--- src/rtl/seven_seg_scan_driver_pkg.sv ---
// Shared segment codes and the nibble-to-segment decode for the
// seven-segment scan driver. Codes are active-high, bit order {g,f,e,d,c,b,a}.
package seven_seg_pkg;

  localparam logic [6:0] SEG_0     = 7'h3F;
  localparam logic [6:0] SEG_1     = 7'h06;
  localparam logic [6:0] SEG_2     = 7'h5B;
  localparam logic [6:0] SEG_3     = 7'h4F;
  localparam logic [6:0] SEG_4     = 7'h66;
  localparam logic [6:0] SEG_5     = 7'h6D;
  localparam logic [6:0] SEG_6     = 7'h7D;
  localparam logic [6:0] SEG_7     = 7'h07;
  localparam logic [6:0] SEG_8     = 7'h7F;
  localparam logic [6:0] SEG_9     = 7'h6F;
  localparam logic [6:0] SEG_A     = 7'h77;
  localparam logic [6:0] SEG_B     = 7'h7C;
  localparam logic [6:0] SEG_C     = 7'h39;
  localparam logic [6:0] SEG_D     = 7'h5E;
  localparam logic [6:0] SEG_E     = 7'h79;
  localparam logic [6:0] SEG_F     = 7'h71;
  localparam logic [6:0] SEG_BLANK = 7'h00;

  // Values 10..15 only light when hex display is enabled; otherwise blank.
  function automatic logic [6:0] seg_decode(input logic [3:0] nibble,
                                            input logic       hex_mode);
    logic [6:0] code;
    case (nibble)
      4'h0:    code = SEG_0;
      4'h1:    code = SEG_1;
      4'h2:    code = SEG_2;
      4'h3:    code = SEG_3;
      4'h4:    code = SEG_4;
      4'h5:    code = SEG_5;
      4'h6:    code = SEG_6;
      4'h7:    code = SEG_7;
      4'h8:    code = SEG_8;
      4'h9:    code = SEG_9;
      4'hA:    code = hex_mode ? SEG_A : SEG_BLANK;
      4'hB:    code = hex_mode ? SEG_B : SEG_BLANK;
      4'hC:    code = hex_mode ? SEG_C : SEG_BLANK;
      4'hD:    code = hex_mode ? SEG_D : SEG_BLANK;
      4'hE:    code = hex_mode ? SEG_E : SEG_BLANK;
      default: code = hex_mode ? SEG_F : SEG_BLANK;
    endcase
    return code;
  endfunction

endpackage

--- src/rtl/seven_seg_scan_driver_decoder.sv ---
// Combinational decode of the currently scanned nibble into an active-high
// segment code; a blanked digit yields all segments off.
module seg_nibble_decoder
  import seven_seg_pkg::*;
(
  input  logic [3:0] i_nibble,
  input  logic       i_hex_mode,
  input  logic       i_blank,
  output logic [6:0] o_code
);

  // Blanking overrides the decoded value.
  always_comb begin
    o_code = i_blank ? SEG_BLANK : seg_decode(i_nibble, i_hex_mode);
  end

endmodule

--- src/rtl/seven_seg_scan_driver.sv ---
// Time-multiplexed N-digit seven-segment driver. Inputs are latched into a
// shadow copy once per frame so a digit never changes mid-frame; segment,
// decimal point and anode outputs are registered together so they switch on
// the same edge.
module seven_seg_scan_driver
  import seven_seg_pkg::*;
#(
  parameter int NUM_DIGITS     = 4,
  parameter int REFRESH_DIV    = 50000,
  parameter int SEG_ACTIVE_LOW = 1,
  parameter int AN_ACTIVE_LOW  = 1
) (
  input  logic                    i_clk,
  input  logic                    i_reset,
  input  logic [4*NUM_DIGITS-1:0] i_digits_in,
  input  logic [NUM_DIGITS-1:0]   i_dp_in,
  input  logic [NUM_DIGITS-1:0]   i_digit_en,
  input  logic                    i_hex_mode,
  input  logic                    i_blank_lz,
  output logic [6:0]              o_seg,
  output logic                    o_dp,
  output logic [NUM_DIGITS-1:0]   o_an,
  output logic                    o_frame_done
);

  localparam int IDX_W = (NUM_DIGITS > 1) ? $clog2(NUM_DIGITS) : 1;
  localparam int PRE_W = $clog2(REFRESH_DIV);
  localparam logic [PRE_W-1:0] PRE_LAST = PRE_W'(REFRESH_DIV - 1);
  localparam logic [IDX_W-1:0] IDX_LAST = IDX_W'(NUM_DIGITS - 1);
  localparam logic SEG_INV = (SEG_ACTIVE_LOW != 0);
  localparam logic AN_INV  = (AN_ACTIVE_LOW != 0);

  logic [PRE_W-1:0]        r_prescaler;
  logic [IDX_W-1:0]        r_idx;
  logic                    r_prime;
  logic [4*NUM_DIGITS-1:0] r_sh_digits;
  logic [NUM_DIGITS-1:0]   r_sh_dp;
  logic [NUM_DIGITS-1:0]   r_sh_en;
  logic                    r_sh_hex;
  logic                    r_sh_blz;
  logic [6:0]              r_seg;
  logic                    r_dp;
  logic [NUM_DIGITS-1:0]   r_an;
  logic                    r_frame_done;

  logic                    w_tick;
  logic                    w_wrap;
  logic                    w_capture;
  logic [NUM_DIGITS-1:0]   w_lz_mask;
  logic [3:0]              w_nibble;
  logic                    w_sel_dp;
  logic                    w_sel_en;
  logic                    w_sel_blank;
  logic [NUM_DIGITS-1:0]   w_onehot;
  logic [6:0]              w_code;

  assign w_tick    = (r_prescaler == PRE_LAST);
  assign w_wrap    = w_tick && (r_idx == IDX_LAST);
  assign w_capture = r_prime || w_wrap;

  // Refresh prescaler and scan index; frame_done marks the index wrap.
  always_ff @(posedge i_clk or posedge i_reset) begin
    if (i_reset) begin
      r_prescaler  <= '0;
      r_idx        <= '0;
      r_frame_done <= 1'b0;
    end else begin
      r_prescaler  <= w_tick ? '0 : r_prescaler + 1'b1;
      r_frame_done <= w_wrap;
      if (w_wrap)      r_idx <= '0;
      else if (w_tick) r_idx <= r_idx + 1'b1;
    end
  end

  // Shadow capture on the first edge after reset and at every frame wrap.
  always_ff @(posedge i_clk or posedge i_reset) begin
    if (i_reset) begin
      r_prime     <= 1'b1;
      r_sh_digits <= '0;
      r_sh_dp     <= '0;
      r_sh_en     <= '0;
      r_sh_hex    <= 1'b0;
      r_sh_blz    <= 1'b0;
    end else begin
      r_prime <= 1'b0;
      if (w_capture) begin
        r_sh_digits <= i_digits_in;
        r_sh_dp     <= i_dp_in;
        r_sh_en     <= i_digit_en;
        r_sh_hex    <= i_hex_mode;
        r_sh_blz    <= i_blank_lz;
      end
    end
  end

  // Leading-zero mask: digit i blanks when it and every higher nibble are 0.
  always_comb begin
    logic w_run;
    w_lz_mask = '0;
    w_run     = r_sh_blz;
    for (int i = NUM_DIGITS - 1; i >= 1; i--) begin
      w_run        = w_run && (r_sh_digits[4*i +: 4] == 4'd0);
      w_lz_mask[i] = w_run;
    end
  end

  // Select the shadow fields of the digit currently being scanned.
  always_comb begin
    w_nibble    = '0;
    w_sel_dp    = 1'b0;
    w_sel_en    = 1'b0;
    w_sel_blank = 1'b0;
    w_onehot    = '0;
    for (int i = 0; i < NUM_DIGITS; i++) begin
      if (r_idx == IDX_W'(i)) begin
        w_nibble    = r_sh_digits[4*i +: 4];
        w_sel_dp    = r_sh_dp[i];
        w_sel_en    = r_sh_en[i];
        w_sel_blank = w_lz_mask[i];
        w_onehot[i] = 1'b1;
      end
    end
  end

  seg_nibble_decoder u_decoder (
    .i_nibble   (w_nibble),
    .i_hex_mode (r_sh_hex),
    .i_blank    (w_sel_blank),
    .o_code     (w_code)
  );

  // Output register; polarity inversion happens only here. A disabled digit
  // keeps its anode and segments dark for the whole slot.
  always_ff @(posedge i_clk or posedge i_reset) begin
    if (i_reset) begin
      r_seg <= {7{SEG_INV}};
      r_dp  <= SEG_INV;
      r_an  <= {NUM_DIGITS{AN_INV}};
    end else if (w_sel_en) begin
      r_seg <= w_code ^ {7{SEG_INV}};
      r_dp  <= w_sel_dp ^ SEG_INV;
      r_an  <= w_onehot ^ {NUM_DIGITS{AN_INV}};
    end else begin
      r_seg <= {7{SEG_INV}};
      r_dp  <= SEG_INV;
      r_an  <= {NUM_DIGITS{AN_INV}};
    end
  end

  assign o_seg        = r_seg;
  assign o_dp         = r_dp;
  assign o_an         = r_an;
  assign o_frame_done = r_frame_done;

endmodule

--- config.mk ---
export PLATFORM = sky130hd
export DESIGN_NAME = seven_seg_scan_driver
export DESIGN_NICKNAME = d
export VERILOG_FILES = /design/src/rtl/seven_seg_scan_driver_pkg.sv /design/src/rtl/seven_seg_scan_driver_decoder.sv /design/src/rtl/seven_seg_scan_driver.sv
export SDC_FILE = /design/constraint.sdc
export NUM_CORES = 1
export LEC_CHECK = 0
export BUFFER_PORTS_ARGS = -buffer_cell sky130_fd_sc_hd__buf_4
export CORE_ASPECT_RATIO = 2
export CORE_MARGIN = 4
export CORE_UTILIZATION = 57
export CTS_CLUSTER_DIAMETER = 100
export DETAILED_ROUTE_END_ITERATION = 8
export HOLD_SLACK_MARGIN = 0.08
export PLACE_DENSITY = 0.81
export SLEW_MARGIN = 20
export SYNTH_ARGS = -nofsm -noshare
export SYNTH_HDL_FRONTEND = slang
export SYNTH_SLANG_ARGS = --single-unit
--- constraint.sdc ---
create_clock -name i_clk -period 2.15 [get_ports i_clk]
set_input_delay 0.215 -clock i_clk [delete_from_list [all_inputs] [get_ports i_clk]]
set_output_delay 0.215 -clock i_clk [all_outputs]
set_load 0.01 [all_outputs]
==> metrics.md <==
| Metric | Value |
|---|---|
| Finish-stage setup viols | `0` |
| Worst EP required | `2.43 ns` |
| Total core area | `0.00495 sq mm` |
| CP dominant cell by count | `buf_4` |
| Hold Startpoint | `i_digit_en[1]` |
| Fin nets | `343` |
| Setup crit end kind | `register` |
| Cts bufs inserted | `9` |
| CTS tree | `built` |
| Initial antenna violation count | `0` |
| Total grt overflow | `0` |
| Final wirelength | `6.49 mm` |
| Area fraction in compound gates after synthesis | `0.137` |
| Root buffer cell | `clkbuf_8` |
| Fmax | `480 MHz` |
| XOR/XNOR share of the synthesized area | `0.0356` |
| Final Instance Area | `0.00372 sq mm` |
| Flop2flop setup slack | `0.07 ns` |
| Worst Hold Depth | `2` |
| Largest net degree at the start of global routing | `31` |
| Syn-to-layout area delta | `25.9%` |
| Area share of fa/ha/maj cells after synthesis | `0.0212` |
| Worst skew pair latency | `0.35 ns` |
| FF+latch count, synth | `58` |
| Placed cell area | `0.00340 sq mm` |
| Yosys warns | `0` |
| Drt via density | `5.94` |
| Area of the multi-input gates | `0.00151 sq mm` |
| Starting density of the core | `0.596` |
| EDFF count, synth | `0` |
| CP Class | `register to register` |
| Worst Path Arrival | `2.36 ns` |
| Pwr per Cell Area | `681 mW/mm^2` |
| Final antenna-violating net count | `0` |
| Setup TNS | `0 ns` |
| Mux contribution to synthesized area | `0.124` |
| Diodes inserted | `0` |
| Least-Margin Pin Slew | `0.655 ns` |
| Mapped Cells | `247` |
| Min Tclk post-route | `2.08 ns` |
| Synthesized area | `0.00296 sq mm` |
| Yosys cell types | `54` |
| Register area share after synthesis | `0.497` |
| Max Cap Viol | `0` |
| DRC viols | `0` |
| Syn nets | `280` |
| Layout cell share with drive strength beyond 1 | `0.438` |
| Die width | `58.9 um` |
| Top Ports | `41` |
| Crit-path slowest cell | `dfrtp_1` |
| Outcome | `finished, final reports clean` |
| Crit-path max FO | `13` |
| Final hold vios | `0` |
| Post-place setup slack | `-0.0997 ns` |
| Layout fillers | `345` |
| Buf+Inv Stages, Crit Path | `3` |
| Reg2reg start | `r_idx[1]$_DFFE_PP0P_` |
| Critical path cell sequence | `ha_2, buf_6, nor3b_1, buf_4, a311oi_4, buf_4, nand2_1, a32o_1, o21ai_2` |
| GP Congestion | `0.854` |
| Final setup margin | `0.0665 ns` |
| Power, Total | `2530 uW` |
| Top FF cell, synth | `dfrtp_1` |
| Slew HR | `0.563` |
| Area contributors post-synth | `dfrtp_1 38%, dfstp_2 12%, mux2_4 10%` |
| DP Wirelength | `4.49 mm` |
| Die Y | `110 um` |
| R2R cell count | `9` |
| Static leakage | `0.00165 uW` |
| Peak supply drop | `568 uV` |
| Initial DRC count | `114` |
| Die area | `0.00647 sq mm` |
| First-pass GRT wire length | `10.4 mm` |
| Slew Viols, Final | `0` |
| Ys async rst share | `1.00` |
| Clock slew at reported path FFs | `0.06 ns` |
| Combinational family with the most area after synthesis | `simple AND/OR/NAND/NOR gates` |
| Vias in the first global route | `2296` |
| # rows | `36` |
| HP Class | `input pin to register` |
| CP top delay family | `compound AO/OA/AOI/OAI gates` |
| CP peak stage delay | `0.43 ns` |
| GRT Total Usage | `0.220` |
| Vias post-DR | `2211` |
| Register area | `0.00147 sq mm` |
| CP Launch Type | `register` |
| Mean post-synth cell area | `12.0 sq um` |
| Area share of the largest cell type after synthesis | `0.381` |
| H-tree levels | `3` |
| Clock Path Buffers | `2` |
| Fin Hold WS | `0.0962 ns` |
| Hold endpoint | `r_sh_en[1]$_DFFE_PP0P_` |
| Average wire per standard cell | `17.4 um` |
| Reg2reg end | `o_seg[0]$_DFF_PP1_` |
| Clock sink count | `58` |
| Drt first pass iters | `4` |
| Fin Clk Skew | `0.00863 ns` |
| Port-buffer cells | `40` |
| Synth Area in Simple Gates | `0.153` |
| Period Utilization, post-route | `0.969` |
| Synth area leader | `dfrtp_1` |
stage by stage:
step	cells	util
2_1_floorplan	247	-
3_3_place_gp	351	0.685
4_1_cts	370	0.730
5_1_grt	372	0.751
3_5_place_dp	351	0.685
6_report	372	0.751
routing by layer:
layer	wire length, um	global-route usage	vias up
li1	-	-	1026
met1	2320	0.218	1094
met2	3690	0.394	66
met3	257	0.0564	25
met4	218	0.131	0
met5	0	0	-
cell families after synthesis:
group | count (synthesis)
XOR/XNOR | 12
flip-flops | 58
adder cells (fa/ha/maj) | 5
other | 1
AND/OR/NAND/NOR | 79
multiplexers | 26
buffers and inverters | 16
AO/OA/AOI/OAI | 50
area by class of cell:
class                           instances  share of cell area
Sequential cell                        58               0.395
Multi-Input combinational cell        175               0.405
Clock inverter                          2             0.00269
Inverter                                7             0.00706
Tap cell                               57              0.0192
Clock buffer                           14              0.0464
Timing Repair Buffer                   59               0.125
cell usage in the layout (no fill, tap or decap), types with 2 or more instances in the layout:
cell,netlist,layout
a211oi_4,1,2
a21boi_0,2,2
a21oi_1,12,12
a21oi_4,1,2
a221o_1,2,2
a311o_2,1,2
a311oi_1,2,2
a311oi_4,2,2
and3_1,2,2
buf_4,3,55
clkbuf_1,1,2
clkbuf_8,0,12
clkinv_2,0,2
dfrtp_1,45,44
dfstp_2,13,13
dlygate4sd3_1,0,2
ha_4,0,3
inv_1,7,4
inv_2,0,3
mux2_2,6,6
mux2_4,20,20
nand2_1,20,20
nand3_1,8,8
nand3b_1,6,6
nand4_1,3,3
nor2_1,15,14
nor2b_1,4,4
nor3_1,5,5
nor3b_1,3,2
nor3b_2,2,2
o211ai_1,2,2
o21ai_0,8,8
o21ai_1,4,3
o22ai_1,3,3
or3_1,3,3
xnor2_1,4,4
xor2_1,8,8
timing repair:
item / CTS / global route
gates cloned: 1 / 1
setup endpoints to repair: 29 / 7
hold endpoints to repair: 27 / 0
resized for setup: 3 / 18
pin swaps: 1 / 2
buffers inserted: 0 / 1
hold buffers: 2 / 0
worst max-delay path by stage:
stage                             start                         end  slack, ns  depth (start not counted)
2_1_floorplan      r_idx[0]$_DFFE_PP0P_          o_seg[2]$_DFF_PP1_       0.22                          9
3_3_place_gp   r_prescaler[1]$_DFF_PP0_  r_sh_digits[8]$_DFFE_PP0P_      -0.01                          5
3_5_place_dp   r_prescaler[0]$_DFF_PP0_  r_sh_digits[4]$_DFFE_PP0P_       -0.1                          5
4_1_cts            r_idx[0]$_DFFE_PP0P_          o_seg[4]$_DFF_PP1_       0.02                          8
5_1_grt            r_idx[1]$_DFFE_PP0P_          o_seg[3]$_DFF_PP1_      -0.04                          8
6_report           r_idx[1]$_DFFE_PP0P_          o_seg[0]$_DFF_PP1_       0.07                          9
Yosys cell counts (3+ instances only):
library cell,n
nand2_1,20
dfrtp_1,45
mux2_4,20
o21ai_0,8
or3_1,3
nor3_1,5
buf_2,3
nor3b_1,3
nand3_1,8
nor2b_1,4
inv_1,7
ha_1,5
nand4_1,3
buf_4,3
o21ai_1,4
nor2_1,15
a21oi_1,12
dfstp_2,13
xnor2_1,4
xor2_1,8
nand3b_1,6
mux2_2,6
o22ai_1,3
state kept, by name, summed over array words and instances, names as in the netlist:
| name | flops |
|---|---|
| o_an | 4 |
| o_dp | 1 |
| o_frame_done | 1 |
| o_seg | 7 |
| r_idx | 2 |
| r_prescaler | 16 |
| r_prime | 1 |
| r_sh_blz | 1 |
| r_sh_digits | 16 |
| r_sh_dp | 4 |
| r_sh_en | 4 |
| r_sh_hex | 1 |
where the power goes:
part / internal [uW] / switching [uW] / leakage (uW)
registers: 1180 / 55.4 / 0.000689
clock network: 509 / 406 / 0.0000965
logic: 209 / 171 / 0.000867
total: 1900 / 632 / 0.00165
worst reg2reg max path, delay by kind of cell (launching register included):
family / cells / cell delay, ns
AO/OA/AOI/OAI: 3 / 0.68
buffers and inverters: 3 / 0.54
flip-flops: 1 / 0.43
adder cells (fa/ha/maj): 1 / 0.23
AND/OR/NAND/NOR: 2 / 0.14
No activity file was read; power rests on OpenSTA's default activity.
